File: config.mk
export PLATFORM = sky130hd
export DESIGN_NAME = load_store_unit
export DESIGN_NICKNAME = d
export VERILOG_FILES = /design/src/rtl/riscv_pkg.sv /design/src/rtl/lsu_align.sv /design/src/rtl/load_store_unit.sv
export SDC_FILE = /design/constraint.sdc
export NUM_CORES = 1
export LEC_CHECK = 0
export BUFFER_PORTS_ARGS = -buffer_cell sky130_fd_sc_hd__buf_2
export CAP_MARGIN = 30
export CELL_PAD_IN_SITES_DETAIL_PLACEMENT = 1
export CELL_PAD_IN_SITES_GLOBAL_PLACEMENT = 2
export CORE_UTILIZATION = 31
export CTS_BUF_LIST = sky130_fd_sc_hd__clkbuf_4 sky130_fd_sc_hd__clkbuf_8 sky130_fd_sc_hd__clkbuf_16
export CTS_CLUSTER_DIAMETER = 100
export DETAILED_ROUTE_END_ITERATION = 8
export PLACE_DENSITY = 0.89
export SLEW_MARGIN = 20
export SYNTH_ARGS = -nofsm -noshare
export SYNTH_HDL_FRONTEND = slang
export SYNTH_SLANG_ARGS = --single-unit
File: constraint.sdc
create_clock -name clk -period 10.3 [get_ports clk]
set_input_delay 2.06 -clock clk [delete_from_list [all_inputs] [get_ports clk]]
set_output_delay 2.06 -clock clk [all_outputs]
set_load 0.05 [all_outputs]
File: src/rtl/riscv_pkg.sv
// Shared RV32I definitions: MemOp codes, LSU fault codes, LSU state encoding,
// and the request legality/alignment check.
package riscv_pkg;

  localparam logic [2:0] MEMOP_B  = 3'b000;
  localparam logic [2:0] MEMOP_BU = 3'b001;
  localparam logic [2:0] MEMOP_H  = 3'b010;
  localparam logic [2:0] MEMOP_HU = 3'b011;
  localparam logic [2:0] MEMOP_W  = 3'b100;

  localparam logic [1:0] FAULT_NONE     = 2'b00;
  localparam logic [1:0] FAULT_MISALIGN = 2'b01;
  localparam logic [1:0] FAULT_TIMEOUT  = 2'b10;
  localparam logic [1:0] FAULT_ILLEGAL  = 2'b11;

  typedef enum logic [1:0] {
    LSU_IDLE   = 2'd0,
    LSU_ACCESS = 2'd1,
    LSU_RESP   = 2'd2
  } lsu_state_t;

  // Illegal encodings win over misalignment; unsigned codes are load-only.
  function automatic logic [1:0] lsu_check(input logic wr, input logic rd,
                                           input logic [2:0] op, input logic [1:0] a);
    logic       legal;
    logic [1:0] res;
    if (wr && rd)  legal = 1'b0;
    else if (wr)   legal = (op == MEMOP_B) || (op == MEMOP_H) || (op == MEMOP_W);
    else           legal = (op <= MEMOP_W);
    res = FAULT_NONE;
    if (!legal)                                         res = FAULT_ILLEGAL;
    else if ((op == MEMOP_H || op == MEMOP_HU) && a[0]) res = FAULT_MISALIGN;
    else if (op == MEMOP_W && a != 2'b00)              res = FAULT_MISALIGN;
    return res;
  endfunction

endpackage

File: src/rtl/lsu_align.sv
// Combinational lane logic: store byte-enables / replicated write data, and
// load lane selection with sign or zero extension.
module lsu_align
  import riscv_pkg::*;
(
  input  logic [2:0]  i_memop,
  input  logic [1:0]  i_addr_lo,
  input  logic [31:0] i_wdata,
  input  logic [31:0] i_rdata,
  output logic [3:0]  o_be,
  output logic [31:0] o_wdata,
  output logic [31:0] o_load_data
);

  logic [7:0]  w_lane [4];
  logic [7:0]  w_byte;
  logic [15:0] w_half;

  genvar gi;
  generate
    for (gi = 0; gi < 4; gi++) begin : g_lane
      assign w_lane[gi] = i_rdata[8*gi +: 8];
    end
  endgenerate

  assign w_byte = w_lane[i_addr_lo];
  assign w_half = i_addr_lo[1] ? i_rdata[31:16] : i_rdata[15:0];

  always_comb begin
    o_be        = 4'b1111;
    o_wdata     = i_wdata;
    o_load_data = i_rdata;
    case (i_memop)
      MEMOP_B, MEMOP_BU: begin
        o_be        = 4'b0001 << i_addr_lo;
        o_wdata     = {4{i_wdata[7:0]}};
        o_load_data = {{24{w_byte[7] & (i_memop == MEMOP_B)}}, w_byte};
      end
      MEMOP_H, MEMOP_HU: begin
        o_be        = i_addr_lo[1] ? 4'b1100 : 4'b0011;
        o_wdata     = {2{i_wdata[15:0]}};
        o_load_data = {{16{w_half[15] & (i_memop == MEMOP_H)}}, w_half};
      end
      default: ;
    endcase
  end

endmodule

File: src/rtl/load_store_unit.sv
// RV32I data-memory access stage: accept one request, drive a handshaked word
// bus with timeout, and return an extended load result with a fault code.
module load_store_unit
  import riscv_pkg::*;
#(
  parameter int TIMEOUT = 255
) (
  input  logic        clk,
  input  logic        rst,
  input  logic        in_valid,
  output logic        in_ready,
  input  logic        MemWr,
  input  logic        MemRd,
  input  logic [2:0]  MemOp,
  input  logic [31:0] addr,
  input  logic [31:0] wdata,
  output logic        mem_req,
  output logic        mem_we,
  output logic [3:0]  mem_be,
  output logic [31:0] mem_addr,
  output logic [31:0] mem_wdata,
  input  logic        mem_ack,
  input  logic [31:0] mem_rdata,
  output logic        done,
  output logic [31:0] load_data,
  output logic [1:0]  fault
);

  localparam logic [7:0] LP_CNT_LAST = 8'(TIMEOUT - 1);

  lsu_state_t  r_state, w_state_next;
  logic [7:0]  r_cnt, w_cnt_next;
  logic [2:0]  r_memop, w_memop_next;
  logic [1:0]  r_addr_lo, w_addr_lo_next;
  logic        r_is_load, w_is_load_next;
  logic        r_in_ready, w_in_ready_next;
  logic        r_mem_req, w_mem_req_next;
  logic        r_mem_we, w_mem_we_next;
  logic [3:0]  r_mem_be, w_mem_be_next;
  logic [31:0] r_mem_addr, w_mem_addr_next;
  logic [31:0] r_mem_wdata, w_mem_wdata_next;
  logic        r_done, w_done_next;
  logic [31:0] r_load_data, w_load_data_next;
  logic [1:0]  r_fault, w_fault_next;

  logic [1:0]  w_chk;
  logic [2:0]  w_sel_op;
  logic [1:0]  w_sel_lo;
  logic [3:0]  w_be;
  logic [31:0] w_wdata;
  logic [31:0] w_load;

  assign w_chk = lsu_check(MemWr, MemRd, MemOp, addr[1:0]);

  // One aligner serves both directions: live inputs at accept, captured op later.
  assign w_sel_op = (r_state == LSU_IDLE) ? MemOp : r_memop;
  assign w_sel_lo = (r_state == LSU_IDLE) ? addr[1:0] : r_addr_lo;

  lsu_align u_align (
    .i_memop     (w_sel_op),
    .i_addr_lo   (w_sel_lo),
    .i_wdata     (wdata),
    .i_rdata     (mem_rdata),
    .o_be        (w_be),
    .o_wdata     (w_wdata),
    .o_load_data (w_load)
  );

  always_comb begin
    w_state_next     = r_state;
    w_cnt_next       = r_cnt;
    w_memop_next     = r_memop;
    w_addr_lo_next   = r_addr_lo;
    w_is_load_next   = r_is_load;
    w_in_ready_next  = r_in_ready;
    w_mem_req_next   = r_mem_req;
    w_mem_we_next    = r_mem_we;
    w_mem_be_next    = r_mem_be;
    w_mem_addr_next  = r_mem_addr;
    w_mem_wdata_next = r_mem_wdata;
    w_done_next      = r_done;
    w_load_data_next = r_load_data;
    w_fault_next     = r_fault;
    case (r_state)
      LSU_IDLE: begin
        if (in_valid) begin
          w_memop_next   = MemOp;
          w_addr_lo_next = addr[1:0];
          w_is_load_next = MemRd;
          if (MemWr || MemRd) begin
            w_in_ready_next = 1'b0;
            if (w_chk != FAULT_NONE) begin
              w_state_next     = LSU_RESP;
              w_done_next      = 1'b1;
              w_fault_next     = w_chk;
              w_load_data_next = '0;
            end else begin
              w_state_next     = LSU_ACCESS;
              w_cnt_next       = '0;
              w_mem_req_next   = 1'b1;
              w_mem_we_next    = MemWr;
              w_mem_be_next    = MemWr ? w_be : 4'b1111;
              w_mem_addr_next  = {addr[31:2], 2'b00};
              w_mem_wdata_next = MemWr ? w_wdata : '0;
            end
          end
        end
      end
      LSU_ACCESS: begin
        // An ack in the final counted cycle still completes the access.
        if (mem_ack) begin
          w_state_next     = LSU_RESP;
          w_mem_req_next   = 1'b0;
          w_mem_we_next    = 1'b0;
          w_done_next      = 1'b1;
          w_fault_next     = FAULT_NONE;
          w_load_data_next = r_is_load ? w_load : '0;
        end else if (r_cnt == LP_CNT_LAST) begin
          w_state_next     = LSU_RESP;
          w_mem_req_next   = 1'b0;
          w_mem_we_next    = 1'b0;
          w_done_next      = 1'b1;
          w_fault_next     = FAULT_TIMEOUT;
          w_load_data_next = '0;
        end else begin
          w_cnt_next = r_cnt + 8'd1;
        end
      end
      LSU_RESP: begin
        w_state_next     = LSU_IDLE;
        w_in_ready_next  = 1'b1;
        w_done_next      = 1'b0;
        w_fault_next     = FAULT_NONE;
        w_load_data_next = '0;
      end
      default: begin
        w_state_next     = LSU_IDLE;
        w_in_ready_next  = 1'b1;
        w_mem_req_next   = 1'b0;
        w_mem_we_next    = 1'b0;
        w_done_next      = 1'b0;
        w_fault_next     = FAULT_NONE;
        w_load_data_next = '0;
      end
    endcase
  end

  always_ff @(posedge clk or posedge rst) begin
    if (rst) begin
      r_state     <= LSU_IDLE;
      r_cnt       <= '0;
      r_memop     <= '0;
      r_addr_lo   <= '0;
      r_is_load   <= 1'b0;
      r_in_ready  <= 1'b1;
      r_mem_req   <= 1'b0;
      r_mem_we    <= 1'b0;
      r_mem_be    <= '0;
      r_mem_addr  <= '0;
      r_mem_wdata <= '0;
      r_done      <= 1'b0;
      r_load_data <= '0;
      r_fault     <= '0;
    end else begin
      r_state     <= w_state_next;
      r_cnt       <= w_cnt_next;
      r_memop     <= w_memop_next;
      r_addr_lo   <= w_addr_lo_next;
      r_is_load   <= w_is_load_next;
      r_in_ready  <= w_in_ready_next;
      r_mem_req   <= w_mem_req_next;
      r_mem_we    <= w_mem_we_next;
      r_mem_be    <= w_mem_be_next;
      r_mem_addr  <= w_mem_addr_next;
      r_mem_wdata <= w_mem_wdata_next;
      r_done      <= w_done_next;
      r_load_data <= w_load_data_next;
      r_fault     <= w_fault_next;
    end
  end

  assign in_ready  = r_in_ready;
  assign mem_req   = r_mem_req;
  assign mem_we    = r_mem_we;
  assign mem_be    = r_mem_be;
  assign mem_addr  = r_mem_addr;
  assign mem_wdata = r_mem_wdata;
  assign done      = r_done;
  assign load_data = r_load_data;
  assign fault     = r_fault;

endmodule

Word level (Yosys, flattened, before mapping)
Index checks and enable logic that the tools add are counted.
Widths: inputs -> output; s select.
- register bits: 120
- input bits: 105
- output and inout port bits: 106
- logic and storage cells: 122
- $add $sub $neg: 1
- order comparisons: 2
- equality and inequality tests: 16
- shifts and indexed selects: 1
- multiplexer cells: 60
- bitwise gates (word level): 6
- reductions and logical operators: 22
- operators by type and width (operator ; number):
    $mux 32 ; 7
    $pmux 32 s2 ; 3
    $mux 8 ; 7
    $mux 2 ; 11
    $mux 1 ; 19
    $bmux 8 s2 ; 1
    $mux 16 ; 1
    $pmux 8 s2 ; 1
    $eq 3x2->1 const B ; 4
    $add 8x1->8 const B ; 1
    $eq 8x8->1 const B ; 1
    $mux 4 ; 2
    $ne 2x2->1 const B ; 4
    $pmux 2 s2 ; 2
    $pmux 4 s2 ; 1
    $reduce_and 4->1 ; 2
    $logic_not 3->1 ; 2
    $pmux 1 s3 ; 2
    $reduce_and 3->1 ; 2
    $reduce_and 6->1 ; 1
    $reduce_bool 2->1 ; 3
    $reduce_and 5->1 ; 1
    $logic_or 1x1->1 ; 4
    $ne 2x1->1 const B ; 2
    other kinds (17) ; 24

Logic depth before layout (Yosys ltp)
Gate-level depths: netlist (run 1).
- depth after elaboration: 11
- mapped depth: 9
- mapped depth without buffers: 7

By module
A second synthesis (run 1) with hierarchy kept.
- cell total of the unflattened synthesis: 568
- area, all modules: 6293.5 µm²
- by module, submodules not included (module ; instances ; cells each ; area each (µm²)):
    load_store_unit ; 1 ; 387 ; 4966.0
    lsu_align ; 1 ; 181 ; 1327.5

Worst setup path before layout (run 1)
No wires, ideal clock.
- path kind: input-to-reg
- start point: in addr[0]
- end point: reg r_load_data[16], in the netlist load_data[16]
- setup time: 0.126 ns
- arrival: 3.457 ns
- required time: 10.174 ns
- path slack: 6.717 ns
- cell stages on the path: 6
- path through: mux2i_1 > mux2i_1 > nor3_1 > o31a_4 > buf_6 > a221o_1
- longest elaborated chain between the ends: 10
- elaborated cells on any way between the ends: 19
- ends and longest elaborated chain (what ; line ; text):
    start, declared ; load_store_unit.sv:15 ; input logic [31:0] addr,
    $mux 2 ; load_store_unit.sv:57 ; assign w_sel_lo = (r_state == LSU_IDLE) ? addr[1:0] : r_addr_lo;
    $not 2->3 (not written as such) ; lsu_align.sv:26 ; assign w_byte = w_lane[i_addr_lo];
    $bmux 8 s2 ; lsu_align.sv:26 ;
    $mux 8 (not written as such) (2 in a row) ; lsu_align.sv:26 ;
    $and 1x1->1 ; lsu_align.sv:37 ; o_load_data = {{24{w_byte[7] & (i_memop == MEMOP_B)}}, w_byte};
    $pmux 32 s2 ; lsu_align.sv:33 ; case (i_memop)
    $mux 32 ; load_store_unit.sv:117 ; w_load_data_next = r_is_load ? w_load : '0;
    $mux 32 ; load_store_unit.sv:111 ; if (mem_ack) begin
    $pmux 32 s2 ; load_store_unit.sv:84 ; case (r_state)
    end signal, assigned ; load_store_unit.sv:177 ; r_load_data <= w_load_data_next;
    end, declared ; load_store_unit.sv:43 ; logic [31:0] r_load_data, w_load_data_next;
Parallel ways exist; a longest one is shown, timed or not. The select of a mux whose other input is x is not followed.
A chain may end at the register's enable or synchronous reset.

Worst setup path in the final report (run 1)
- start point: in MemWr
- end point: reg r_mem_be[3], in the netlist mem_be[3]
- longest elaborated chain between the ends: 6
- elaborated cells on any way between the ends: 9
- ends and longest elaborated chain (what ; line ; text):
    start, declared ; load_store_unit.sv:12 ; input logic MemWr,
    $mux 1 or $logic_and 1x1->1 (tied branches) ; riscv_pkg.sv:28, riscv_pkg.sv:27 ;
    $mux 1 ; riscv_pkg.sv:27 ; if (wr && rd) legal = 1'b0;
    $mux 2 ; riscv_pkg.sv:31 ; if (!legal) res = FAULT_ILLEGAL;
    $reduce_bool 2->1 ; load_store_unit.sv:92 ; if (w_chk != FAULT_NONE) begin
    $not 1->1 (no source line) ; n/a ;
    $reduce_and 4->1 (no source line) ; n/a ;
    end signal, assigned ; load_store_unit.sv:173 ; r_mem_be <= w_mem_be_next;
    end, declared ; load_store_unit.sv:39 ; logic [3:0] r_mem_be, w_mem_be_next;
Parallel ways exist; a longest one is shown, timed or not.

==> flow_metrics.py, run 1 <==
metrics = {
    "run_status": {
        "status": "finished clean",
    },
    "synthesis": {
        "synth_fa_ha_area_share_pct": 0.452,
        "syn_area_per_cell_um2": 9.57,
        "synthXorXnorAreaFrac_pct": 0.950,
        "syn_inst": 578,
        "synth_compound_area_share_pct": 15.3,
        "synth_top_family_by_area": "simple AND/OR/NAND/NOR gates",
        "yosysSeqAreaShare_pct": 54.3,
        "synth-async-reset-ratio_pct": 100,
        "synth.cell_area_mm2": 0.00553,
        "synth_edf_count": 0,
        "yosys_warnings": 0,
        "yosys.area_share.simple_pct": 19.3,
        "synth_seq_cells": 120,
        "synthMuxAreaShare_pct": 5.70,
        "synth_ff_type": "dfrtp_1",
        "yosysUniqueCellTypes": 50,
    },
    "sta": {
        "fin_crit_sh_pct": 40.1,
        "finClkSkew_ns": 0.00772,
        "finalSetupViolCount": 0,
        "max_slew_margin_pct": 40.8,
        "finalMaxSlewViolations": 0,
        "fmax_ghz": 0.242,
        "layout_setup_ws_ns": 6.17,
        "whs_ns": 0.467,
        "hold_viol_final": 0,
        "rsz0062_at_grt": "false",
        "tightest_slew_ns": 0.885,
        "min_period_ns": 4.13,
        "fin_tns_setup_ns": 0,
    },
    "power": {
        "p_leak_nw": 3.94,
        "ir_drop_v": 0.000203,
        "power_mw": 2.53,
        "p_per_area_mw_per_mm2": 339,
    },
    "cts": {
        "ctsHoldBuffers": 0,
        "cts_buffers": 17,
        "cts_resized": 0,
        "cts_setup_buffers": 0,
        "cts_tree": "done",
        "clkTransAtPathRegs_ns": 0.05,
        "clkSinkCount": 120,
        "clockRootBuffer": "clkbuf_16",
        "clockBufferDepth": 2,
        "clock_latency_ns": 0.41,
        "htreeDepth": 4,
    },
    "worst_setup_path": {
        "cpMaxStageDelayCell": "buf_2",
        "r2r_slack_ns": 7.08,
        "critical_path.endpoint_type": "flop",
        "crit_type": "in -> reg",
        "slowest_delay_ns": 0.57,
        "cp.arrival_ns": 4.38,
        "cp-start-kind": "input port",
        "cp_cell_sequence": "buf_2, o21ai_0, or3_2, buf_4, a21oi_1, a31oi_1",
        "cp_max_fo": 90,
        "r2r_cells": 6,
        "cp_data_required_time_ns": 10.55,
    },
    "die": {
        "io_pins": 211,
        "coreArea_mm2": 0.0174,
        "initial_core_util_pct": 31.9,
        "dieArea_mm2": 0.0184,
        "die_x_um": 136,
        "rows": 48,
        "dieHeight_um": 136,
    },
    "routing": {
        "vias": 5187,
        "wl_met1_mm": 7.95,
        "drt_wl_total_mm": 18.5,
        "drcViolationCount": 0,
        "drtIter0Drc": 223,
        "ant_nets": 0,
        "wl_per_cell_um": 18.3,
        "wl_met3_mm": 1.39,
        "dr.max_layer_used": "met4",
        "met2_length_mm": 8.86,
        "viasPerCell": 5.13,
        "firstDrtPassIters": 5,
    },
    "cells_and_area": {
        "nets": 881,
        "drive_gt1_share_pct": 36.0,
        "areaGrowthSynthToFinish_pct": 34.7,
        "diodes": 0,
    },
    "global_route": {
        "grt_pass1_vias": 5410,
        "overflow": 0,
        "antenna_found_initial": 0,
        "grt_max_degree": 91,
        "grt_pass1_wl_mm": 29.0,
        "track_usage_pct": 20.6,
    },
    "placed_design": {
        "hpwl_mm": 13.2,
        "port_buffers": 208,
        "place_ws_ns": 5.72,
        "gp_congestion": 0.822,
    },
    "min_path": {
        "hold_class": "reg -> reg",
        "whs_path_depth": 2,
    },
    "run": {
        "maxCapViolations": 0,
    },
}
-- sequential cells by signal, indices dropped and copies added (netlist names), 2 cells and up --
signal	flops
fault	2
load_data	32
mem_addr	30
mem_be	4
mem_wdata	32
r_addr_lo	2
r_cnt	8
r_memop	3
r_state	2
-- cell usage in the layout, fill, tap and decap left out, drive strengths merged, types with 5 or more instances in the layout --
cell	instances
o221ai	8
nand3	30
o22ai	9
a21oi	15
dfrtp	119
nand2	187
clkbuf	20
a221o	17
o31ai	10
a211o	7
xor2	5
o21ai	41
nor3	5
mux2	23
buf	216
bufinv	6
nor2	18
-- path summary, 6_finish.rpt --
check | startpoint | endpoint
setup / recovery | MemWr | mem_be[3]
setup reg to reg | r_state[1] | mem_wdata[22]
hold / removal | mem_addr[5] | mem_addr[5]
hold reg to reg | mem_addr[5] | mem_addr[5]
min in group asynchronous | rst | mem_addr[21]
max in group asynchronous | rst | mem_addr[18]
-- synthesized netlist by cell type, types with 2 or more instances --
library cell	instances	area, µm²
o21ai_0	36	180
clkbuf_1	26	97.6
ha_1	2	25.0
inv_1	4	15.0
o22ai_1	9	56.3
nand2_1	187	702
buf_6	4	45.0
buf_2	4	20.0
dfrtp_1	119	2980
mux2_2	22	248
a22o_1	2	17.5
xor2_1	5	43.8
a221o_1	17	170
nor2_1	17	63.8
buf_4	5	37.5
a31oi_1	4	25.0
nand4_1	2	12.5
a21o_1	3	22.5
nor3_1	5	25.0
o221ai_1	8	70.1
nand3_1	30	150
o21ai_1	4	20.0
mux2i_1	3	30.0
a211o_1	7	61.3
nand2b_1	4	25.0
a21oi_1	15	75.1
and3_1	2	12.5
o31ai_1	10	75.1
-- worst max-delay path: cells and delay by family --
| kind | cells | cell delay (ns) |
|---|---|---|
| AO/OA/AOI/OAI | 3 | 0.76 |
| AND/OR/NAND/NOR | 1 | 0.56 |
| buffers and inverters | 2 | 0.96 |
-- where the power goes --
part	leakage (nW)	switching, mW	total (mW)	internal, mW
registers	1.56	0.0953	0.716	0.621
clock network	0.327	0.220	0.685	0.465
logic	2.05	0.838	1.13	0.287
total	3.94	1.15	2.53	1.37
-- kinds of logic after synthesis --
family                   after synthesis
AO/OA/AOI/OAI                        122
XOR/XNOR                               6
adder cells (fa/ha/maj)                2
buffers and inverters                 44
flip-flops                           120
multiplexers                          27
other                                  1
AND/OR/NAND/NOR                      256
-- area by class of cell --
type                            count  area [µm²]
Inverter                            4        17.5
Clock buffer                       20         454
Clock inverter                     12         223
Multi-Input combinational cell    415        2330
Fill cell                        2071        9900
Timing Repair Buffer              216        1150
Tap cell                          225         282
Sequential cell                   120        3000
-- metrics by stage --
stage	util (%)	cell area, µm²	cells
floorplan	-	5540	579
global placement	38.7	6710	977
detailed placement	38.8	6730	978
CTS	42.7	7410	1010
global route	43.0	7460	1012
finish	43.0	7460	1012
-- per-layer routing --
layer | global-route usage (%) | up-vias
met5 | 0 | -
met2 | 33.1 | 201
met4 | 7.30 | 0
li1 | - | 2397
met3 | 6.36 | 24
met1 | 26.0 | 2565
Power figures use the tool's default switching activity.
==> inputs of run 2 (changes only) <==
Settings changed: ABC_AREA set to 1, CORE_UTILIZATION 31 to 24, PLACE_DENSITY 0.89 to 0.79.
Clock period 10.3 ns to 3.65 ns, I/O delays scaled along.
==> flow_metrics.py, run 2 <==
metrics = {
    "cts": {
        "cts_setup_buffers": 0,
        "clockBufferDepth": 2,
        "clkSinkCount": 120,
        "htreeDepth": 4,
        "cts_buffers": 17,
        "ctsHoldBuffers": 0,
        "clock_latency_ns": 0.42,
        "clockRootBuffer": "clkbuf_16",
        "cts_resized": 0,
        "cts_tree": "done",
        "clkTransAtPathRegs_ns": 0.07,
    },
    "sta": {
        "finalMaxSlewViolations": 0,
        "max_slew_margin_pct": 43.4,
        "tightest_slew_ns": 0.848,
        "hold_viol_final": 0,
        "finClkSkew_ns": 0.00808,
        "fmax_ghz": 0.410,
        "whs_ns": 0.459,
        "min_period_ns": 2.44,
        "fin_crit_sh_pct": 66.9,
        "fin_tns_setup_ns": 0,
        "rsz0062_at_grt": "false",
        "finalSetupViolCount": 0,
    },
    "synthesis": {
        "synth_edf_count": 0,
        "syn_inst": 817,
        "synth_compound_area_share_pct": 7.49,
        "synth_ff_type": "dfrtp_1",
        "yosysUniqueCellTypes": 34,
        "synth.area.top_cells": "dfrtp_1 (50%), nand2_1 (26%), o21ai_0 (4.1%), inv_1 (4.0%), nor2_1 (2.9%)",
        "synth_seq_cells": 120,
        "yosys-top-cells-count": "nand2_1 (422), dfrtp_1 (119), inv_1 (64)",
        "syn_area_per_cell_um2": 7.32,
        "synth-async-reset-ratio_pct": 100,
        "synth_top_area_share_pct": 49.8,
        "synthXorXnorAreaFrac_pct": 0.878,
        "synthMuxAreaShare_pct": 0.188,
        "yosys.area.top_type": "dfrtp_1",
        "synth_top_family_by_area": "simple AND/OR/NAND/NOR gates",
        "synth_fa_ha_area_share_pct": 0.418,
        "yosysMostFrequentCell": "nand2_1",
        "yosys.area_share.simple_pct": 33.6,
        "synth.cell_area_mm2": 0.00598,
        "yosys_warnings": 0,
        "yosysSeqAreaShare_pct": 50.2,
    },
    "global_route": {
        "grt_pass1_wl_mm": 33.9,
        "grt_max_degree": 74,
        "overflow": 0,
        "grt_pass1_vias": 6298,
        "track_usage_pct": 17.0,
        "antenna_found_initial": 1,
    },
    "cells_and_area": {
        "layout_commonest_cell": "nand2_1",
        "layout_common_cells": "nand2_1 (421), buf_2 (208), dfrtp_1 (119)",
        "final_cell_area_mm2": 0.00791,
        "nets": 1124,
        "areaGrowthSynthToFinish_pct": 32.3,
        "drive_gt1_share_pct": 26.4,
        "diodes": 0,
        "fillers": 3090,
    },
    "power": {
        "ir_drop_v": 0.000378,
        "p_per_area_mw_per_mm2": 974,
        "p_leak_nw": 4.72,
    },
    "die": {
        "rows": 57,
        "dieArea_mm2": 0.0256,
        "io_pins": 211,
        "initial_core_util_pct": 24.5,
        "coreArea_mm2": 0.0244,
        "die_x_um": 160,
        "dieHeight_um": 160,
    },
    "routing": {
        "wl_per_cell_um": 15.4,
        "firstDrtPassIters": 4,
        "drt_wl_total_mm": 20.8,
        "vias": 5895,
        "drtIter0Drc": 319,
        "drcViolationCount": 0,
        "viasPerCell": 4.35,
        "ant_nets": 0,
    },
    "worst_setup_path": {
        "cp.arrival_ns": 2.76,
        "crit_type": "reg -> reg",
        "critical_path.endpoint_type": "flop",
        "cp_max_fo": 16,
        "cp-start-kind": "flop",
        "cp_data_required_time_ns": 3.96,
    },
    "placed_design": {
        "post_dp_cell_area_mm2": 0.00733,
        "gp_congestion": 0.757,
        "hpwl_mm": 14.9,
        "port_buffers": 208,
    },
    "run": {
        "maxCapViolations": 0,
    },
    "min_path": {
        "hold_class": "in -> async",
    },
    "run_status": {
        "status": "finished clean",
    },
}
==> run 2: cell count changes after synthesis, moves of 16 or more <==
cell | previous run | this run
a221o_1 | 17 | 0
clkbuf_1 | 26 | 10
inv_1 | 4 | 64
mux2_2 | 22 | 1
nand2_1 | 187 | 422
nor2_1 | 17 | 47
==> run 2: area by class of cell <==
type / count / area (µm²) / area share, %
multi-input combinational: 597 / 2550 / 32.3
inverter: 66 / 251 / 3.18
sequential: 120 / 3000 / 38.0
timing repair buffer: 215 / 1120 / 14.1
clock inverter: 15 / 154 / 1.94
tap: 324 / 405 / 5.12
clock buffer: 17 / 425 / 5.38
==> run 2: worst max-delay path: stages, from the launching register on <==
cell	delay, ns
dfrtp_1	0.43
nor2_4	0.37
o21ai_1	0.30
buf_4	0.25
o21ai_2	0.37
inv_1	0.11
nand2_1	0.27
nand2_1	0.10
nand3_1	0.08
nand2_1	0.05
==> run 2: logic make-up (layout without fill, tap and decap cells) <==
kind of cell	after synthesis	after routing
AOI/OAI and AO/OA	79	79
xor gates and xnor gates	6	6
adders and majority gates	2	2
buffers and inverters	101	313
DFF	120	120
muxes	1	1
other	1	2
and+or+nand+nor	507	507
==> run 2: where the power goes <==
group / internal (mW) / total (mW) / switching, mW
registers: 1.81 / 2.09 / 0.282
clock network: 1.01 / 1.70 / 0.691
logic: 0.853 / 3.92 / 3.07
total: 3.67 / 7.71 / 4.04
==> run 2: worst paths after layout <==
check | start | to | slack, ns | cells past startpoint
hold / removal | rst | mem_addr[28] | 0.46 | 2
setup / recovery | r_state[0] | load_data[0] | 1.21 | 9
min in group clk | mem_wdata[19] | mem_wdata[19] | 0.47 | 2
max in group asynchronous | rst | mem_addr[23] | 2.21 | 3
setup reg to reg | r_state[0] | load_data[0] | 1.21 | 9
hold reg to reg | mem_wdata[19] | mem_wdata[19] | 0.47 | 2
==> run 2: metal layers <==
metal / routed length (µm) / vias to the layer above / share of wire, % / global-route usage, %
met4: 239 / 2 / 1.1 / 4.55
met1: 9660 / 2818 / 46 / 22.0
li1: - / 2908 / - / -
met3: 1210 / 18 / 5.8 / 4.78
met2: 9720 / 149 / 47 / 27.7
met5: 10 / - / 0.048 / 0
==> run 2: through the flow <==
stage	setup WS, ns	instances	utilization (%)	power (mW)
floorplan	1.45	818	-	5.03
global placement	0.968	1321	30.0	6.02
detailed placement	0.975	1321	30.0	6.07
global route	0.904	1354	32.4	8.21
finish	1.21	1354	32.4	7.71
CTS	1.11	1353	32.4	7.82
==> inputs of run 3 (changes only) <==
Settings changed: ABC_AREA 1 to 0, CORE_UTILIZATION 24 to 29, PLACE_DENSITY 0.79 to 0.84.
Clock period 3.65 ns to 2.4 ns, I/O delays scaled along.
==> flow_metrics.py, run 3 (same netlist as run 1, synthesis figures left out) <==
metrics = {
    "placed_design": {
        "gp_congestion": 0.823,
        "place_ws_ns": 0.0258,
        "post_dp_cell_area_mm2": 0.00694,
        "placed_cells": 1007,
        "port_buffers": 208,
        "hpwl_mm": 13.4,
    },
    "sta": {
        "finalSetupViolCount": 0,
        "hold_viol_final": 0,
        "whs_ns": 0.0669,
        "fmax_ghz": 0.452,
        "finClkSkew_ns": 0.0176,
        "tightest_slew_ns": 0.649,
        "min_period_ns": 2.21,
        "fin_crit_sh_pct": 92.2,
        "layout_setup_ws_ns": 0.188,
        "finalMaxSlewViolations": 0,
        "max_slew_margin_pct": 56.6,
        "fin_tns_setup_ns": 0,
        "rsz0062_at_grt": "false",
    },
    "worst_setup_path": {
        "critical_path.endpoint_type": "flop",
        "cp_cell_sequence": "buf_4, nor4b_2, a31oi_2, buf_4, nand2b_1, o31ai_1, buf_4, o221ai_1, o21ai_1",
        "crit_family": "buffers and inverters",
        "cp_max_fo": 11,
        "cp_data_required_time_ns": 2.73,
        "cp-start-kind": "flop",
        "crit_type": "reg -> reg",
        "crit_buf_inv": 3,
        "crit_top_cell": "buf_4",
        "cp.arrival_ns": 2.54,
        "cpMaxStageDelayCell": "dfrtp_1",
        "slowest_delay_ns": 0.44,
    },
    "cells_and_area": {
        "drive_gt1_share_pct": 37.6,
        "areaGrowthSynthToFinish_pct": 35.9,
        "final_cell_area_mm2": 0.00752,
        "layout_common_cells": "buf_2 (208), nand2_1 (187), dfrtp_1 (119)",
        "layout_commonest_cell": "buf_2",
        "diodes": 0,
        "nets": 899,
        "final_util_pct": 40.2,
        "instances_no_fill": 1039,
    },
    "cts": {
        "cts_buffers": 17,
        "cts_tree": "done",
        "clockRootBuffer": "clkbuf_16",
        "htreeDepth": 4,
        "clkSinkCount": 120,
        "clock_latency_ns": 0.42,
        "clkTransAtPathRegs_ns": 0.06,
        "clockBufferDepth": 2,
        "cts_setup_buffers": 0,
    },
    "power": {
        "ir_drop_v": 0.000598,
        "swShare_pct": 47.6,
        "p_per_area_mw_per_mm2": 1400,
        "power_mw": 10.5,
        "netSwitchingPower_mw": 5.00,
        "internal_power_mw": 5.50,
        "seq_power_share_pct": 28.9,
        "power.share.clock_pct": 23.5,
        "p_leak_nw": 3.97,
        "pwr-share-comb_pct": 47.6,
    },
    "routing": {
        "drcViolationCount": 0,
        "ant_nets": 0,
        "viasPerCell": 4.91,
        "wl_per_cell_um": 17.6,
        "vias": 5100,
        "drtIter0Drc": 205,
        "firstDrtPassIters": 4,
        "drt_wl_total_mm": 18.3,
    },
    "global_route": {
        "overflow": 0,
        "antenna_found_initial": 0,
        "track_usage_pct": 19.2,
        "grt_pass1_vias": 5298,
        "grt_pass1_wl_mm": 29.2,
        "grt_max_degree": 91,
    },
    "die": {
        "initial_core_util_pct": 29.6,
        "dieArea_mm2": 0.0196,
        "io_pins": 211,
        "coreArea_mm2": 0.0187,
        "rows": 50,
        "dieHeight_um": 140,
        "die_x_um": 140,
    },
    "min_path": {
        "hold_class": "in -> async",
    },
    "run_status": {
        "status": "finished clean",
    },
    "run": {
        "maxCapViolations": 0,
    },
}
run 3: power groups by stage:
stage	clock, mW	sequential, mW	combinational [mW]
2_1_floorplan	0	5.01	1.63
3_3_place_gp	0	3.06	4.97
3_5_place_dp	0	3.09	5.03
4_1_cts	2.54	3.05	5.04
5_1_grt	2.64	3.12	5.33
6_report	2.47	3.04	5.00
run 3: timing repair:
item | 4_1_cts | 5_1_grt
setup endpoints to repair | 0 | 21
gates resized for setup | 0 | 4
hold buffers | 0 | 0
run 3: worst paths after layout:
kind,startpoint,depth (start not counted),to,slack (ns)
setup / recovery,r_state[0],9,load_data[6],0.19
max in group asynchronous,rst,3,in_ready,1.62
setup reg to reg,r_state[0],9,load_data[6],0.19
hold reg to reg,mem_wdata[23],2,mem_wdata[23],0.46
hold / removal,rst,2,mem_addr[15],0.07
min in group clk,addr[6],3,mem_addr[6],0.25
run 3: layout make-up:
cell class / instances / area (µm²)
Multi-Input combinational cell: 415 / 2340
Tap cell: 234 / 293
Clock inverter: 13 / 123
Timing Repair Buffer: 234 / 1300
Clock buffer: 19 / 447
Inverter: 4 / 18.8
Sequential cell: 120 / 3000
Fill cell: 2251 / 11200
run 3: worst reg2reg max path, cell delays in order, from the launching register on:
cell and delay (ns):
dfrtp_1 0.44, buf_4 0.17, nor4b_2 0.33, a31oi_2 0.05
buf_4 0.19, nand2b_1 0.18, o31ai_1 0.15, buf_4 0.25
o221ai_1 0.14, o21ai_1 0.21
run 3: routing by layer:
layer	vias up	part of all wire, %	track usage, %
met1	2492	47	25.1
met2	169	46	30.3
met3	10	5.9	6.26
met5	-	0	0
met4	0	0.84	5.61
li1	2429	-	-
